File: config.mk
export PLATFORM = sky130hd
export DESIGN_NAME = param_updown_counter
export DESIGN_NICKNAME = d
export VERILOG_FILES = /design/src/rtl/param_updown_counter.sv
export SDC_FILE = /design/constraint.sdc
export NUM_CORES = 1
export LEC_CHECK = 0
export ABC_AREA = 1
export CORE_MARGIN = 5
export CORE_UTILIZATION = 35
export CTS_CLUSTER_SIZE = 20
export DETAILED_ROUTE_END_ITERATION = 7
export PLACE_DENSITY_LB_ADDON = 0.1
export SYNTH_ARGS = -nofsm -noshare
export SYNTH_HDL_FRONTEND = slang
export SYNTH_SLANG_ARGS = --single-unit
File: constraint.sdc
create_clock -name clk_i -period 4 [get_ports clk_i]
set_input_delay 0.4 -clock clk_i [delete_from_list [all_inputs] [get_ports clk_i]]
set_output_delay 0.4 -clock clk_i [all_outputs]
set_load 0.005 [all_outputs]
File: src/rtl/param_updown_counter.sv
//==============================================================================
// Module   : param_updown_counter
// Purpose  : WIDTH-bit up/down counter with programmable terminal count
//            (MAX_VAL), wrap or saturate limit mode, clamped synchronous load,
//            registered limit-event pulse and optional sticky flags.
// Optional : define UPDOWN_STICKY_FLAGS_EN to build the sticky overflow /
//            underflow flag registers. When it is undefined the flags read 0
//            and flag_clr_i is ignored; the port list does not change.
// Ports    : clk_i        rising-edge clock
//            rst_ni       asynchronous reset, active-low
//            E_i          count enable
//            D_i          direction (0 = up, 1 = down)
//            load_i       synchronous load strobe (highest priority)
//            load_val_i   load value, clamped to MAX_VAL
//            flag_clr_i   clears sticky flags
//            count_o      registered count
//            tc_o         registered limit-event pulse
//            zero_o       count_o == 0 (combinational)
//            at_max_o     count_o == MAX_VAL (combinational)
//            ovf_flag_o   sticky overflow flag
//            unf_flag_o   sticky underflow flag
// Revision : 1.0 - initial release
//==============================================================================
`default_nettype none

module param_updown_counter #(
  parameter int unsigned          WIDTH   = 8,
  parameter logic [WIDTH-1:0]     MAX_VAL = {WIDTH{1'b1}},
  parameter bit                   SAT     = 1'b0
) (
  input  logic             clk_i,
  input  logic             rst_ni,
  input  logic             E_i,
  input  logic             D_i,
  input  logic             load_i,
  input  logic [WIDTH-1:0] load_val_i,
  input  logic             flag_clr_i,
  output logic [WIDTH-1:0] count_o,
  output logic             tc_o,
  output logic             zero_o,
  output logic             at_max_o,
  output logic             ovf_flag_o,
  output logic             unf_flag_o
);

  localparam logic [WIDTH-1:0] C_ZERO = {WIDTH{1'b0}};
  localparam logic [WIDTH-1:0] C_ONE  = {{(WIDTH-1){1'b0}}, 1'b1};

  logic [WIDTH-1:0] count_q, count_d;
  logic             tc_q;
  logic             w_at_max;
  logic             w_at_zero;
  logic             w_ovf_evt;
  logic             w_unf_evt;

  assign w_at_max  = (count_q == MAX_VAL);
  assign w_at_zero = (count_q == C_ZERO);

  // A limit event is a count attempt that would leave the 0..MAX_VAL range;
  // a load in the same cycle takes precedence and suppresses it.
  assign w_ovf_evt = E_i & ~D_i & ~load_i & w_at_max;
  assign w_unf_evt = E_i &  D_i & ~load_i & w_at_zero;

  always_comb begin
    count_d = count_q;
    if (load_i) begin
      // Out-of-range load values clamp so count never exceeds MAX_VAL.
      count_d = (load_val_i > MAX_VAL) ? MAX_VAL : load_val_i;
    end else if (E_i) begin
      if (!D_i) begin
        if (!w_at_max)
          count_d = count_q + C_ONE;
        else if (!SAT)
          count_d = C_ZERO;
      end else begin
        if (!w_at_zero)
          count_d = count_q - C_ONE;
        else if (!SAT)
          count_d = MAX_VAL;
      end
    end
  end

  always_ff @(posedge clk_i or negedge rst_ni) begin
    if (!rst_ni) begin
      count_q <= C_ZERO;
      tc_q    <= 1'b0;
    end else begin
      count_q <= count_d;
      tc_q    <= w_ovf_evt | w_unf_evt;
    end
  end

`ifdef UPDOWN_STICKY_FLAGS_EN
  logic ovf_q;
  logic unf_q;

  // Setting has priority over clearing so an event coincident with
  // flag_clr_i is never lost.
  always_ff @(posedge clk_i or negedge rst_ni) begin
    if (!rst_ni) begin
      ovf_q <= 1'b0;
      unf_q <= 1'b0;
    end else begin
      if (w_ovf_evt)
        ovf_q <= 1'b1;
      else if (flag_clr_i)
        ovf_q <= 1'b0;
      if (w_unf_evt)
        unf_q <= 1'b1;
      else if (flag_clr_i)
        unf_q <= 1'b0;
    end
  end

  assign ovf_flag_o = ovf_q;
  assign unf_flag_o = unf_q;
`else
  logic w_unused_flag_clr;
  assign w_unused_flag_clr = flag_clr_i;
  assign ovf_flag_o        = 1'b0;
  assign unf_flag_o        = 1'b0;
`endif

  assign count_o  = count_q;
  assign tc_o     = tc_q;
  assign zero_o   = w_at_zero;
  assign at_max_o = w_at_max;

endmodule

`default_nettype wire
* Yosys cells after proc, flatten, opt, wreduce, memory -nomap -nowiden
Cells that the tools add are included.
** Storage, ports and cells
- Flip-flop bits (word level) :: 9
- Output and inout bits :: 13
- Input port bits :: 14
- Logic and storage cells :: 23
** Cells by class
- Bitwise logic cells :: 9
- Reductions and logical operators :: 2
- Muxes and demuxes :: 6
- Eq/ne operators :: 1
- Magnitude comparators :: 1
- Add/sub/neg operators :: 2
** Operators by type and width (count)
- two-way mux 8 bit :: 6
- adder 8 x 1 -> 8 bit, second input constant :: 1
- == test 8 bit, second input constant :: 1
- > comparator 8 bit, second input constant :: 1
- logical NOT 8 bit :: 1
- subtractor 8 x 1 -> 8 bit, second input constant :: 1
- AND 1 bit :: 6
- NOT 1 bit :: 2
- nonzero test 2 bit :: 1
- OR 1 bit :: 1

* Depth between registers and ports, before layout
Gate-level depths: netlist of the first run.
- Word-level depth :: 5
- Gate-level depth with buffers :: 10

* Worst setup path before layout of the first run
Ideal clock, no wire load.
- Kind :: reg-to-output
- From :: register count_q[0] (netlist: count_o[0])
- To :: output zero_o
- Buffers on the path :: 0
- Data arrival time :: 992 ps
- Required time :: 3600 ps
- Path slack :: 2608 ps
- Stages on the path, launching flop included :: 5
- Cells stage by stage :: dfrtp_1 -> inv_1 -> ha_1 -> nand2_2 -> nor2_4
** On the way
- Longest elaborated chain between the ends :: 1
** Ends and longest elaborated chain
- start, declared :: RTL line 49 : logic [WIDTH-1:0] count_q, count_d;
- start signal, assigned :: RTL line 89 : count_q <= count_d;
- logical NOT 8 bit :: RTL line 57 : assign w_at_zero = (count_q == C_ZERO);
- end, declared :: RTL line 40 : output logic zero_o,
Every way passes these cells.

* Final worst setup path of the first run
- From :: register count_q[3] (netlist: count_o[3])
- To :: output at_max_o
** On the way
- Longest elaborated chain between the ends :: 1
** Ends and longest elaborated chain
- == test 8 bit :: RTL line 56 : assign w_at_max = (count_q == MAX_VAL);
- end, declared :: RTL line 41 : output logic at_max_o,
Every way passes these cells.

==> results of run 1 <==
## how the worst max path moves through the flow
stage	start	end	slack, ns	cells after the start
floorplan	count_o[0]$_DFFE_PN0P_	zero_o	2.61	4
global placement	load_i	count_o[1]$_DFFE_PN0P_	1.96	4
detailed placement	load_i	count_o[1]$_DFFE_PN0P_	1.89	4
CTS	count_o[3]$_DFFE_PN0P_	at_max_o	1.66	5
global route	count_o[3]$_DFFE_PN0P_	at_max_o	1.53	5
finish	count_o[3]$_DFFE_PN0P_	at_max_o	1.66	5
## power by group through the flow
stage | Sequential [mW] | Combinational, mW | Clock (mW)
2_1_floorplan | 0.117 | 0.0960 | 0
5_1_grt | 0.129 | 0.151 | 0.0816
4_1_cts | 0.126 | 0.135 | 0.0757
6_report | 0.127 | 0.134 | 0.0740
3_3_place_gp | 0.128 | 0.132 | 0
3_5_place_dp | 0.128 | 0.134 | 0
## metrics by stage
stage	instance area [sq um]	instances
floorplan	922	145
global placement	1130	192
detailed placement	1130	192
CTS	1150	196
global route	1150	196
finish	1150	196
## routing by layer
metal | vias up | GRT usage [%] | part of all wire (%)
met5 | - | 0 | 0
met4 | 0 | 6.50 | 1.6
met3 | 5 | 2.94 | 6.9
met2 | 36 | 22.7 | 46
met1 | 446 | 22.2 | 46
li1 | 504 | - | -
## sequential cells by signal (all words and copies together) (netlist names)
| name | count |
|---|---|
| count_o | 8 |
| tc_o | 1 |
## cells by family (layout without fill, tap and decap cells)
group           after synthesis  in the layout  synth area share (%)
simple gates                 90             90                  43.9
buf+inv                      24             45                  14.2
compound gates               14             14                  10.1
flops                         9              9                  24.5
fa+ha+maj                     3              3                  4.09
xor+xnor                      3              3                  2.86
other cells                   1              2                 0.408
## final cells by class
class / instances / area (sq um)
timing repair buffer: 23 / 230
fill: 270 / 1350
sequential: 9 / 225
clock buffer: 4 / 26.3
inverter: 18 / 67.6
multi-input combinational: 112 / 567
tap: 30 / 37.5
## cells in the final DEF, fill, tap and decap left out, types with 2 or more instances in the layout
| cell | count |
|---|---|
| nand2_1 | 42 |
| clkdlybuf4s50_1 | 23 |
| nand3_1 | 21 |
| inv_1 | 17 |
| nor2_1 | 17 |
| dfrtp_1 | 9 |
| o21ai_0 | 5 |
| a21oi_1 | 3 |
| a22oi_1 | 3 |
| nand4_1 | 3 |
| ha_1 | 3 |
| clkbuf_4 | 3 |
| nand2_2 | 2 |
| nor2_4 | 2 |
| xor2_1 | 2 |
| conb_1 | 2 |
==> flow_metrics.py, run 1 <==
metrics = {
    "status": {
        "outcome": "finished, final reports clean",
    },
    "yosys": {
        "synthArstFlopShare_pct": 100,
        "synthCells": 144,
        "post_synth.cell_area_avg_sq_um": 6.38,
        "synth_area_leaders": "dfrtp_1 (25%), nand2_1 (17%), nand3_1 (11%)",
        "netlist_area_sq_um": 918,
        "synth_top_area_cell": "dfrtp_1",
        "yosysSeqAreaShare_pct": 24.5,
        "synth_edf_count": 0,
        "synth_top_cell_area_share_pct": 24.5,
        "synth.most_common_cell": "nand2_1",
        "ys_ff_latch": 9,
        "synth_common_cells": "nand2_1 (42), nand3_1 (21), inv_1 (17), nor2_1 (17), dfrtp_1 (9)",
        "ys.flop_type": "dfrtp_1",
        "yosysWarnings": 0,
        "synth_cell_types": 25,
    },
    "timing": {
        "rsz0062_at_grt": "no",
        "relSlewSlack_pct": 64.1,
        "whs_ns": 0.449,
        "min_period_ns": 2.34,
        "slew_violations": 0,
        "setup_viol": 0,
        "setup_tns_ns": 0,
        "fin_ws_ns": 1.66,
        "worst_pin_slew_ns": 0.536,
        "hold_violations": 0,
        "fin_crit_sh_pct": 58.5,
        "final.setup_skew_ns": 0.00103,
        "max_freq_mhz": 427,
    },
    "power_and_ir_drop": {
        "p_per_area_nw_per_um2": 290,
        "seqPwrFrac_pct": 37.8,
        "power.switching_mw": 0.132,
        "clock_power_share_pct": 22.1,
        "comb_power_share_pct": 40.1,
        "swShare_pct": 39.4,
        "ir_worst_vdd_v": 0.000219,
        "p_leak_nw": 0.556,
        "power_mw": 0.335,
        "p_int_mw": 0.203,
    },
    "place": {
        "portBuffers": 23,
        "gp_congestion": 0.912,
        "pre_cts_slack_ns": 1.89,
        "place_hpwl_um": 1940,
    },
    "cells_and_area": {
        "drive_above_1_share_pct": 7.83,
        "nets": 184,
        "antenna_cells": 0,
        "syn_to_final_growth_pct": 25.6,
        "finalCoreUtilization_pct": 46.1,
    },
    "global_routing": {
        "grt_pass1_vias": 974,
        "overflow": 0,
        "grt_util_all_layers_pct": 15.5,
        "grt_pass1_wl_um": 4340,
        "grt_max_degree": 12,
        "antenna_found_initial": 0,
    },
    "floorplanning": {
        "dieWidth_um": 61.2,
        "io_pins": 27,
        "die_y_um": 61.2,
        "start_util_pct": 36.7,
        "core_region_area_sq_um": 2500,
        "fp.dieArea_sq_um": 3750,
        "row_count": 18,
    },
    "worst_setup_path": {
        "critical_path.slowest_cell": "dfrtp_1",
        "critical_path.endpoint_type": "output port",
        "cp-start-kind": "flop",
        "crit_path_max_incr_delay_ns": 0.60,
        "path_class": "reg2out",
        "crit_family": "buffers and inverters",
        "required_ns": 3.60,
        "worstPathCellList": "inv_1, nor2_1, nand2_1, inv_1, clkdlybuf4s50_1",
        "r2r_cells": 7,
        "regToRegEndpoint": "count_o[3]$_DFFE_PN0P_",
        "crit_arrival_ns": 1.94,
        "cpMostUsedCell": "inv_1",
        "r2r_setup_slack_ns": 2.40,
        "cp_max_fo": 10,
        "crit_buf_inv": 3,
        "r2r-start": "count_o[3]$_DFFE_PN0P_",
    },
    "cts": {
        "cts.sinks": 9,
        "numCtsBuffers": 3,
        "ctsResizeCount": 0,
        "clockBufferDepth": 2,
        "cts.clk_slew.worst_paths_ns": 0.06,
        "clkLatencyLatePin_ns": 0.27,
        "cts_max_level": 1,
        "cts-root-buf": "clkbuf_4",
        "holdBufCountCts": 0,
        "cts_tree": "done",
        "post-cts-setup-buffer-count": 0,
    },
    "route": {
        "wl_um": 2520,
        "firstDrtPassIters": 4,
        "drtAntennaViolNets": 0,
        "drtIter0Drc": 27,
        "vias": 991,
        "remaining_drc_errors": 0,
        "vias_per_cell": 5.06,
        "wl_per_cell_um": 12.9,
    },
    "hold_path": {
        "hp-class": "in2async",
    },
    "flow_run": {
        "drv_cap": 0,
    },
}
(Power assumes the default switching activity.)
==> run 2, diff against run 1 <==
clock period = 2.2 ns   (was 4 ns; I/O delays follow)
==> run 2 against run 1 <==
Net effect: global-route usage rose by 0.056 points; sequential cell count stayed put; critical path depth grew 1; setup slack got worse by 1.5 ns; power up 83%; clock skew up 0.0027 ns; utilization increased by 0.70 points; wire length is 1.5% lower; count of clock-buffer cells in the layout unchanged; critical path type unchanged; critical endpoint unchanged.
==> flow_metrics.py, run 2 (synthesis gave the netlist of run 1 again) <==
metrics = {
    "place": {
        "portBuffers": 23,
        "place_inst": 194,
        "gp_congestion": 0.901,
        "place_hpwl_um": 1990,
    },
    "cells_and_area": {
        "final-instance-count-excl-fill": 198,
        "nets": 186,
        "antenna_cells": 0,
        "largest_reg_flops": 8,
        "fill_cells": 266,
        "mostFrequentLayoutCells": "nand2_1 (42), clkdlybuf4s50_1 (23), nand3_1 (21)",
        "final_common_cell": "nand2_1",
        "ff_latch_area_sq_um": 225,
        "multiInputGateArea_sq_um": 569,
        "syn_to_final_growth_pct": 27.5,
        "drive_above_1_share_pct": 10.1,
        "finalCoreUtilization_pct": 46.8,
    },
    "cts": {
        "cts.clk_slew.worst_paths_ns": 0.06,
        "clockBufferDepth": 2,
        "cts-root-buf": "clkbuf_4",
        "clkLatencyLatePin_ns": 0.27,
        "post-cts-setup-buffer-count": 0,
        "cts_max_level": 1,
        "cts.sinks": 9,
        "numCtsBuffers": 3,
        "cts_tree": "done",
    },
    "worst_setup_path": {
        "worstPathCellList": "ha_1, nand2_1, nor2_2, nand2_1, inv_1, clkdlybuf4s50_1",
        "crit_family": "buffers and inverters",
        "crit_arrival_ns": 1.87,
        "critical_path.slowest_cell": "clkdlybuf4s50_1",
        "cp_max_fo": 5,
        "crit_path_max_incr_delay_ns": 0.49,
        "required_ns": 1.98,
        "crit_buf_inv": 2,
        "cpMostUsedCell": "nand2_1",
        "path_class": "reg2out",
        "critical_path.endpoint_type": "output port",
        "cp-start-kind": "flop",
    },
    "route": {
        "drtIter0Drc": 45,
        "vias_per_cell": 4.97,
        "vias": 984,
        "wl_um": 2490,
        "remaining_drc_errors": 0,
        "drtAntennaViolNets": 0,
        "firstDrtPassIters": 4,
        "wl_per_cell_um": 12.6,
    },
    "global_routing": {
        "grt_pass1_wl_um": 4310,
        "grt_pass1_vias": 944,
        "met3_usage_pct": 3.35,
        "use_met2_pct": 22.4,
        "overflow": 0,
        "grt.met1_usage_pct": 22.1,
        "busiest_layer": "met2",
        "grt_util_all_layers_pct": 15.6,
        "grt_max_degree": 12,
        "antenna_found_initial": 0,
    },
    "timing": {
        "final.setup_skew_ns": 0.00375,
        "setup_viol": 0,
        "slew_violations": 0,
        "fin_crit_sh_pct": 94.9,
        "relSlewSlack_pct": 66.2,
        "min_period_ns": 2.09,
        "whs_ns": 0.267,
        "hold_violations": 0,
        "max_freq_mhz": 479,
        "worst_pin_slew_ns": 0.505,
        "setup_tns_ns": 0,
        "rsz0062_at_grt": "no",
    },
    "status": {
        "outcome": "finished, final reports clean",
    },
    "floorplanning": {
        "fp.dieArea_sq_um": 3750,
        "row_count": 18,
        "die_y_um": 61.2,
        "io_pins": 27,
        "dieWidth_um": 61.2,
        "core_region_area_sq_um": 2500,
        "start_util_pct": 36.7,
    },
    "power_and_ir_drop": {
        "p_per_area_nw_per_um2": 522,
        "ir_worst_vdd_v": 0.000347,
        "p_leak_nw": 0.565,
        "power_mw": 0.611,
    },
    "flow_run": {
        "drv_cap": 0,
    },
    "hold_path": {
        "hp-class": "in2async",
    },
}
==> run 2: worst register-to-register path: stages (launching register included) <==
cell     delay, ns
dfrtp_1       0.44
ha_1          0.27
nand2_1       0.13
nor2_2        0.06
a21oi_1       0.27
nand3_1       0.12
nand3_1       0.11
nand2_1       0.05
nand2_1       0.06
==> run 2: through the flow <==
stage,cell area (sq um),setup slack (ns)
global placement,1140,0.413
finish,1170,0.112
global route,1170,0.0220
CTS,1170,0.0749
detailed placement,1140,0.384
floorplan,922,0.854
==> run 2: metal layers <==
metal	wire length (um)	share of wire, %
met2	1090	44
met5	0	0
met4	29	1.2
met3	198	8.0
met1	1170	47
==> run 2: report_power, final <==
| part | total, mW | internal, mW | switching, mW | leakage [nW] |
|---|---|---|---|---|
| clock network | 0.133 | 0.0701 | 0.0624 | 0.0150 |
| registers | 0.222 | 0.184 | 0.0377 | 0.110 |
| logic | 0.257 | 0.119 | 0.138 | 0.440 |
| total | 0.611 | 0.374 | 0.238 | 0.565 |
==> run 2: path summary, 6_finish.rpt <==
kind,startpoint,to,slack (ns),depth (start not counted)
setup / recovery,count_o[0]$_DFFE_PN0P_,at_max_o,0.11,6
hold / removal,rst_ni,count_o[0]$_DFFE_PN0P_,0.27,1
setup reg to reg,count_o[0]$_DFFE_PN0P_,count_o[7]$_DFFE_PN0P_,0.63,8
hold reg to reg,count_o[7]$_DFFE_PN0P_,count_o[7]$_DFFE_PN0P_,0.67,2
max in group asynchronous,rst_ni,count_o[6]$_DFFE_PN0P_,1.62,1
min in group clk_i,load_val_i[0],count_o[0]$_DFFE_PN0P_,0.55,3
==> run 2: cell type report <==
type                            instances  share of cell area [%]
Clock buffer                            4                    2.24
Inverter                               18                    5.77
Multi-Input combinational cell        112                    48.6
Sequential cell                         9                    19.2
Tap cell                               30                    3.21
Timing Repair Buffer                   25                    20.9
==> run 2: what timing repair did <==
action,4_1_cts,5_1_grt
hold buffers,0,0
resized for setup,0,2
setup endpoints to repair,0,2
